**src/rtl/mac_pkg.sv**
```systemverilog
// rtl/mac_pkg.sv - shared FSM encoding and result width for the MAC scheduler
package mac_pkg;

    localparam int MAC_W = 16;

    typedef enum logic [1:0] {
        ST_IDLE  = 2'd0,
        ST_ISSUE = 2'd1,
        ST_BUSY  = 2'd2,
        ST_RESP  = 2'd3
    } state_t;

endpackage

```
**src/rtl/rr_arbiter.sv**
```systemverilog
// rtl/rr_arbiter.sv - combinational round-robin pick starting after the last served index
module rr_arbiter #(
    parameter int NREQ = 4
) (
    input  logic [NREQ-1:0]         i_req,
    input  logic [$clog2(NREQ)-1:0] i_last,
    output logic [NREQ-1:0]         o_gnt,
    output logic [$clog2(NREQ)-1:0] o_idx
);

    localparam int IW = $clog2(NREQ);

    logic [IW-1:0] w_k;
    logic          w_found;

    // Walk last+1 .. last+NREQ (mod NREQ); the first asserted request wins.
    always_comb begin
        o_gnt   = '0;
        o_idx   = '0;
        w_k     = '0;
        w_found = 1'b0;
        for (int i = 1; i <= NREQ; i++) begin
            w_k = IW'((int'(i_last) + i) % NREQ);
            if (!w_found && i_req[w_k]) begin
                w_found    = 1'b1;
                o_gnt[w_k] = 1'b1;
                o_idx      = w_k;
            end
        end
    end

endmodule

```
**src/rtl/mac_sched.sv**
```systemverilog
// rtl/mac_sched.sv - round-robin scheduler sharing one MAC among NREQ requesters with timeout
module mac_sched
    import mac_pkg::*;
#(
    parameter int NREQ     = 4,
    parameter int PARALLEL = 1,
    parameter int TIMEOUT  = 64
) (
    input  logic                       clk,
    input  logic                       rst,
    input  logic [NREQ-1:0]            req,
    input  logic [NREQ*PARALLEL*8-1:0] req_din_a,
    input  logic [NREQ*PARALLEL*8-1:0] req_din_b,
    output logic [NREQ-1:0]            grant,
    output logic [PARALLEL*8-1:0]      mac_din_a,
    output logic [PARALLEL*8-1:0]      mac_din_b,
    output logic                       mac_start,
    input  logic                       mac_done,
    input  logic [MAC_W-1:0]           mac_dout,
    output logic                       rsp_valid,
    output logic [$clog2(NREQ)-1:0]    rsp_id,
    output logic [MAC_W-1:0]           rsp_data,
    output logic                       rsp_err
);

    localparam int W  = PARALLEL * 8;
    localparam int IW = $clog2(NREQ);
    localparam int CW = $clog2(TIMEOUT + 1);

    state_t           r_state;
    logic [NREQ-1:0]  r_grant;
    logic [IW-1:0]    r_idx;
    logic [IW-1:0]    r_last;
    logic [CW-1:0]    r_cnt;
    logic             r_mac_start;
    logic             r_rsp_valid;
    logic             r_rsp_err;
    logic [MAC_W-1:0] r_rsp_data;
    logic [IW-1:0]    r_rsp_id;

    logic [NREQ-1:0]  w_win_gnt;
    logic [IW-1:0]    w_win_idx;
    logic [W-1:0]     w_din_a;
    logic [W-1:0]     w_din_b;

    rr_arbiter #(.NREQ(NREQ)) u_arb (
        .i_req  (req),
        .i_last (r_last),
        .o_gnt  (w_win_gnt),
        .o_idx  (w_win_idx)
    );

    // Operands pass straight through from the owner; nothing is buffered here.
    always_comb begin
        w_din_a = '0;
        w_din_b = '0;
        for (int k = 0; k < NREQ; k++) begin
            if (r_grant[k]) begin
                w_din_a = req_din_a[k*W +: W];
                w_din_b = req_din_b[k*W +: W];
            end
        end
    end

    always_ff @(posedge clk) begin
        if (rst) begin
            r_state     <= ST_IDLE;
            r_grant     <= '0;
            r_idx       <= '0;
            r_last      <= IW'(NREQ - 1);
            r_cnt       <= '0;
            r_mac_start <= 1'b0;
            r_rsp_valid <= 1'b0;
            r_rsp_err   <= 1'b0;
            r_rsp_data  <= '0;
            r_rsp_id    <= '0;
        end else begin
            r_mac_start <= 1'b0;
            r_rsp_valid <= 1'b0;
            case (r_state)
                ST_IDLE: begin
                    if (|req) begin
                        r_idx       <= w_win_idx;
                        r_grant     <= w_win_gnt;
                        r_mac_start <= 1'b1;
                        r_state     <= ST_ISSUE;
                    end
                end
                ST_ISSUE: begin
                    r_cnt   <= '0;
                    r_state <= ST_BUSY;
                end
                ST_BUSY: begin
                    // Completion is checked first so a done in the timeout cycle still counts.
                    if (mac_done) begin
                        r_rsp_data  <= mac_dout;
                        r_rsp_err   <= 1'b0;
                        r_rsp_valid <= 1'b1;
                        r_rsp_id    <= r_idx;
                        r_grant     <= '0;
                        r_state     <= ST_RESP;
                    end else if (r_cnt == CW'(TIMEOUT - 1)) begin
                        r_rsp_data  <= '0;
                        r_rsp_err   <= 1'b1;
                        r_rsp_valid <= 1'b1;
                        r_rsp_id    <= r_idx;
                        r_grant     <= '0;
                        r_state     <= ST_RESP;
                    end else begin
                        r_cnt <= r_cnt + 1'b1;
                    end
                end
                ST_RESP: begin
                    r_last  <= r_idx;
                    r_state <= ST_IDLE;
                end
                default: r_state <= ST_IDLE;
            endcase
        end
    end

    assign grant     = r_grant;
    assign mac_din_a = w_din_a;
    assign mac_din_b = w_din_b;
    assign mac_start = r_mac_start;
    assign rsp_valid = r_rsp_valid;
    assign rsp_id    = r_rsp_id;
    assign rsp_data  = r_rsp_data;
    assign rsp_err   = r_rsp_err;

endmodule

```
**config.mk**
```make
export PLATFORM = sky130hd
export DESIGN_NAME = mac_sched
export DESIGN_NICKNAME = d
export VERILOG_FILES = /design/src/rtl/mac_pkg.sv /design/src/rtl/rr_arbiter.sv /design/src/rtl/mac_sched.sv
export SDC_FILE = /design/constraint.sdc
export NUM_CORES = 1
export LEC_CHECK = 0
export CORE_MARGIN = 2
export CORE_UTILIZATION = 40
export CTS_CLUSTER_DIAMETER = 60
export DETAILED_ROUTE_END_ITERATION = 10
export HOLD_SLACK_MARGIN = 0.15
export PLACE_DENSITY_LB_ADDON = 0.1
export SYNTH_ARGS = -nofsm -noshare
export SYNTH_HDL_FRONTEND = slang
export SYNTH_SLANG_ARGS = --single-unit
```
**constraint.sdc**
```tcl
create_clock -name clk -period 3.8 [get_ports clk]
set_input_delay 1.14 -clock clk [delete_from_list [all_inputs] [get_ports clk]]
set_output_delay 1.14 -clock clk [all_outputs]
set_load 0.005 [all_outputs]
```
==> results.md <==
* Worst-path clk slew at 0.08 ns
* Mux cell area share after synthesis at 4.05%
* ANT nets after route at 0
* R2r worst-path depth at 7
* XOR/XNOR share of the synthesized area at approximately 1.5%
* Beginning of the worst hold path: r_cnt[6]
* Final Util at 65.1%
* Grt ovf at 0
* Post-synth cell types at 51
* Top_reg_cell synth: dfxtp_1
* Setup Fix Bufs, Post-CTS at 0
* Simple-gate share of the synthesized area at 20.0%
* Final TNS setup at 0 ns
* CP dominant cell by count: clkdlybuf4s50_1
* Most frequent cell after synthesis: nor2_1
* Worst Tran Pin Value at about 0.62 ns
* Detailed-route via count at 2624
* Cell Area, Synth at 2410 sq um
* Hold Path End: r_cnt[6]
* Crit path capture type: primary output
* Vias/cell at ~5.4
* CTS sink cnt at 38
* Ports at 128
* Clock share of power at 20.3%
* Reg-to-reg startpoint: r_last[1]
* Final setup viols at 0
* Synth cell count leaders: nor2_1 (44), dfxtp_1 (38), a22oi_1 (32), nand2_1 (25), a21oi_1 (23)
* Main combinational cell family by area after synthesis: compound AO/OA/AOI/OAI gates
* Cells after Synth at slightly below 300
* Total power at roughly 0.0021 W
* WHS Path Cells at 2
* Syn_area_per_cell at slightly above 8 sq um
* Hold_ws at 0.475 ns
* Worst Skew at 0.00853 ns
* CTS tree: yes
* I/O Buffers at around 130
* CP required at 2.66 ns
* Seq pwr share at about a quarter
* Final Worst Setup Slack at 0.119 ns
* Critical Path AT at about 2.5 ns
* H-tree depth at 2
* Core area at 5890 sq um
* Part of the cycle the worst path needs at 96.9%
* Initial Util at between 40% and 50%
* RSZ-0062 raised after global routing: false
* Nets at about 510
* Max-cap violations at 0
* Worst R2R End: grant[1]
* Headroom to the max-slew limit at between 50% and 60%
* Full die area at 6660 sq um
* Buf/Inv on CP at 2
* Die Wd at 81.6 microns
* DP Wirelength at 5760 microns
* Wirelength, routed at 7590 microns
* Post-CTS Hold Buffers at 0
* Overall global routing resource usage at 21.4%
* CP cell instances: clkdlybuf4s50_1 -> a22oi_1 -> nor2_1 -> a21oi_1 -> o21ai_0 -> clkdlybuf4s50_1
* Post-synth EDFFs at 0
* Final hold viol count at 0
* Critical path class: primary input to primary output
* Comb pwr share at 55.0%
* Vias in the first global route at 2367
* Area contributors post-synth: dfxtp_1 (32%), a22oi_1 (10%), ha_1 (7.3%)
* Largest net degree at the start of global routing at 34
* Seq cells post-synth at 38
* Share of layout cells above drive strength 1 at 6.28%
* Routability cong. at 0.775
* Ys Warns at 0
* Crit-path max cell delay at 0.54 ns
* Pwr Density at roughly 550 nW/um^2
* Clock Latency Late Sink at approximately 0.29 ns
* Sequential fraction of the synthesis area at 31.6%
* Initial antenna violation count at 0
* Hold Crit Class: flop to flop
* Syn nets at 397
* Routed length per instance at 15.5 microns
* Ant. Diodes at 0
* Clock period minus worst slack at roughly 3.7 ns
* Row Count at 28
* Async SR Flop Fraction at 0%
* Number of clock buffers inserted by TritonCTS at 5
* Switching share of power at 35.0%
* Maximum vdd drop at 0.310 mV
* Detailed Route Iter0 Violations at 138
* Status: complete, no violations
* Iteration count of the initial detailed-routing pass at 4
* Post-synth top area cell: dfxtp_1
* Critical path peak fanout at 1
* Die height at 81.6 microns
* Pint at about 0.0014 W
* Startpoint types: primary input
* Post-place setup slack at between 0.04 and 0.05 ns
* Compound-gate portion of the synthesized area at approximately 29%
* LEAKAGE at 1.44 nW
* Synthesis-to-layout area growth at 58.9%
* CTS Buffer Depth at 2
* Yosys top cell area share at a little under a third
* First-pass GRT wire length at between 10000 and 15000 microns
* FF-to-FF setup slack at roughly 1.1 ns
* Synth Area in Adders at 7.27%
* Max-slew violation count at 0
* Filler Cells Inserted at 537
* Delay-heaviest family, CP: buffers and inverters
* Fmax at 272 MHz
* DRC viols at 0
* CTS Root Cell: clkbuf_8
* CP max stage cell: clkdlybuf4s50_1
* Sw power at 0.000731 W
-- cell usage in the layout, fill, tap and decap left out, drive strengths merged, types with 10 or more instances in the layout --
master         Yosys  layout
a21oi             23      23
a22oi             32      32
clkdlybuf4s50      0     127
dfxtp             38      38
ha                14      14
nand2             25      25
nor2              45      45
nor3              10      10
o21ai             18      18
-- worst max path at each step --
| stage | start | endpoint | slack, ns | depth (start not counted) |
|---|---|---|---|---|
| 6_report | req_din_a[13] | mac_din_a[5] | 0.12 | 6 |
| 3_3_place_gp | req_din_a[8] | mac_din_a[0] | 0.07 | 6 |
| 2_1_floorplan | req_din_a[8] | mac_din_a[0] | 1.12 | 4 |
| 4_1_cts | req_din_a[8] | mac_din_a[0] | 0.03 | 6 |
| 5_1_grt | req_din_b[13] | mac_din_b[5] | 0.01 | 6 |
| 3_5_place_dp | req_din_a[8] | mac_din_a[0] | 0.05 | 6 |
-- repair_timing --
item | 4_1_cts | 5_1_grt
endpoints found under the setup margin | 0 | 2
resized for setup | 0 | 2
hold endpoints to repair | 0 | 0
-- per-stage QoR --
stage / instances / cell area, sq um
after floorplan: 296 / 2410
after global placement: 481 / 3690
after detailed placement: 481 / 3690
after CTS: 489 / 3830
after global routing: 489 / 3830
final: 489 / 3830
-- power by group through the flow --
stage | clock, W | sequential, W | combinational (W)
3_5_place_dp | 0 | 0.000525 | 0.00115
5_1_grt | 0.000447 | 0.000527 | 0.00127
2_1_floorplan | 0 | 0.000516 | 0.000620
3_3_place_gp | 0 | 0.000522 | 0.00113
4_1_cts | 0.000432 | 0.000517 | 0.00115
6_report | 0.000424 | 0.000516 | 0.00115
-- kinds of logic (layout without fill, tap and decap cells) --
family,after synthesis,count (layout)
AOI/OAI and AO/OA,99,99
muxes,6,6
xor gates and xnor gates,4,4
buffers and inverters,31,149
and+or+nand+nor,104,104
adders and majority gates,14,14
DFF,38,38
-- area by class of cell --
| cell class | instances | area (sq um) | area share (%) |
|---|---|---|---|
| Multi-Input combinational cell | 227 | 1480 | 38.7 |
| Inverter | 7 | 26.3 | 0.686 |
| Timing Repair Buffer | 134 | 1320 | 34.6 |
| Tap cell | 75 | 93.8 | 2.45 |
| Clock buffer | 6 | 82.6 | 2.16 |
| Sequential cell | 38 | 761 | 19.9 |
| Clock inverter | 2 | 60.1 | 1.57 |
-- worst min-delay path, cell delays in order (launching register included) --
cell,delay (ns)
dfxtp_1,0.34
inv_1,0.06
a311oi_1,0.03
-- registers in the layout (all words and copies together), names as in the netlist --
| signal | flops |
|---|---|
| grant | 4 |
| mac_start | 1 |
| r_cnt | 7 |
| r_idx | 2 |
| r_last | 2 |
| r_state | 2 |
| rsp_data | 16 |
| rsp_err | 1 |
| rsp_id | 2 |
| rsp_valid | 1 |
-- per-layer routing --
| layer | GRT usage (%) | part of all wire [%] | vias to the layer above | wire length [microns] |
|---|---|---|---|---|
| met5 | 0 | 0 | - | 0 |
| met4 | 4.50 | 2.0 | 0 | 154 |
| met3 | 7.14 | 8.0 | 13 | 605 |
| met2 | 36.9 | 49 | 100 | 3750 |
| met1 | 26.1 | 41 | 1198 | 3080 |
| li1 | - | - | 1313 | - |
No activity file was read; power rests on OpenSTA's default activity.
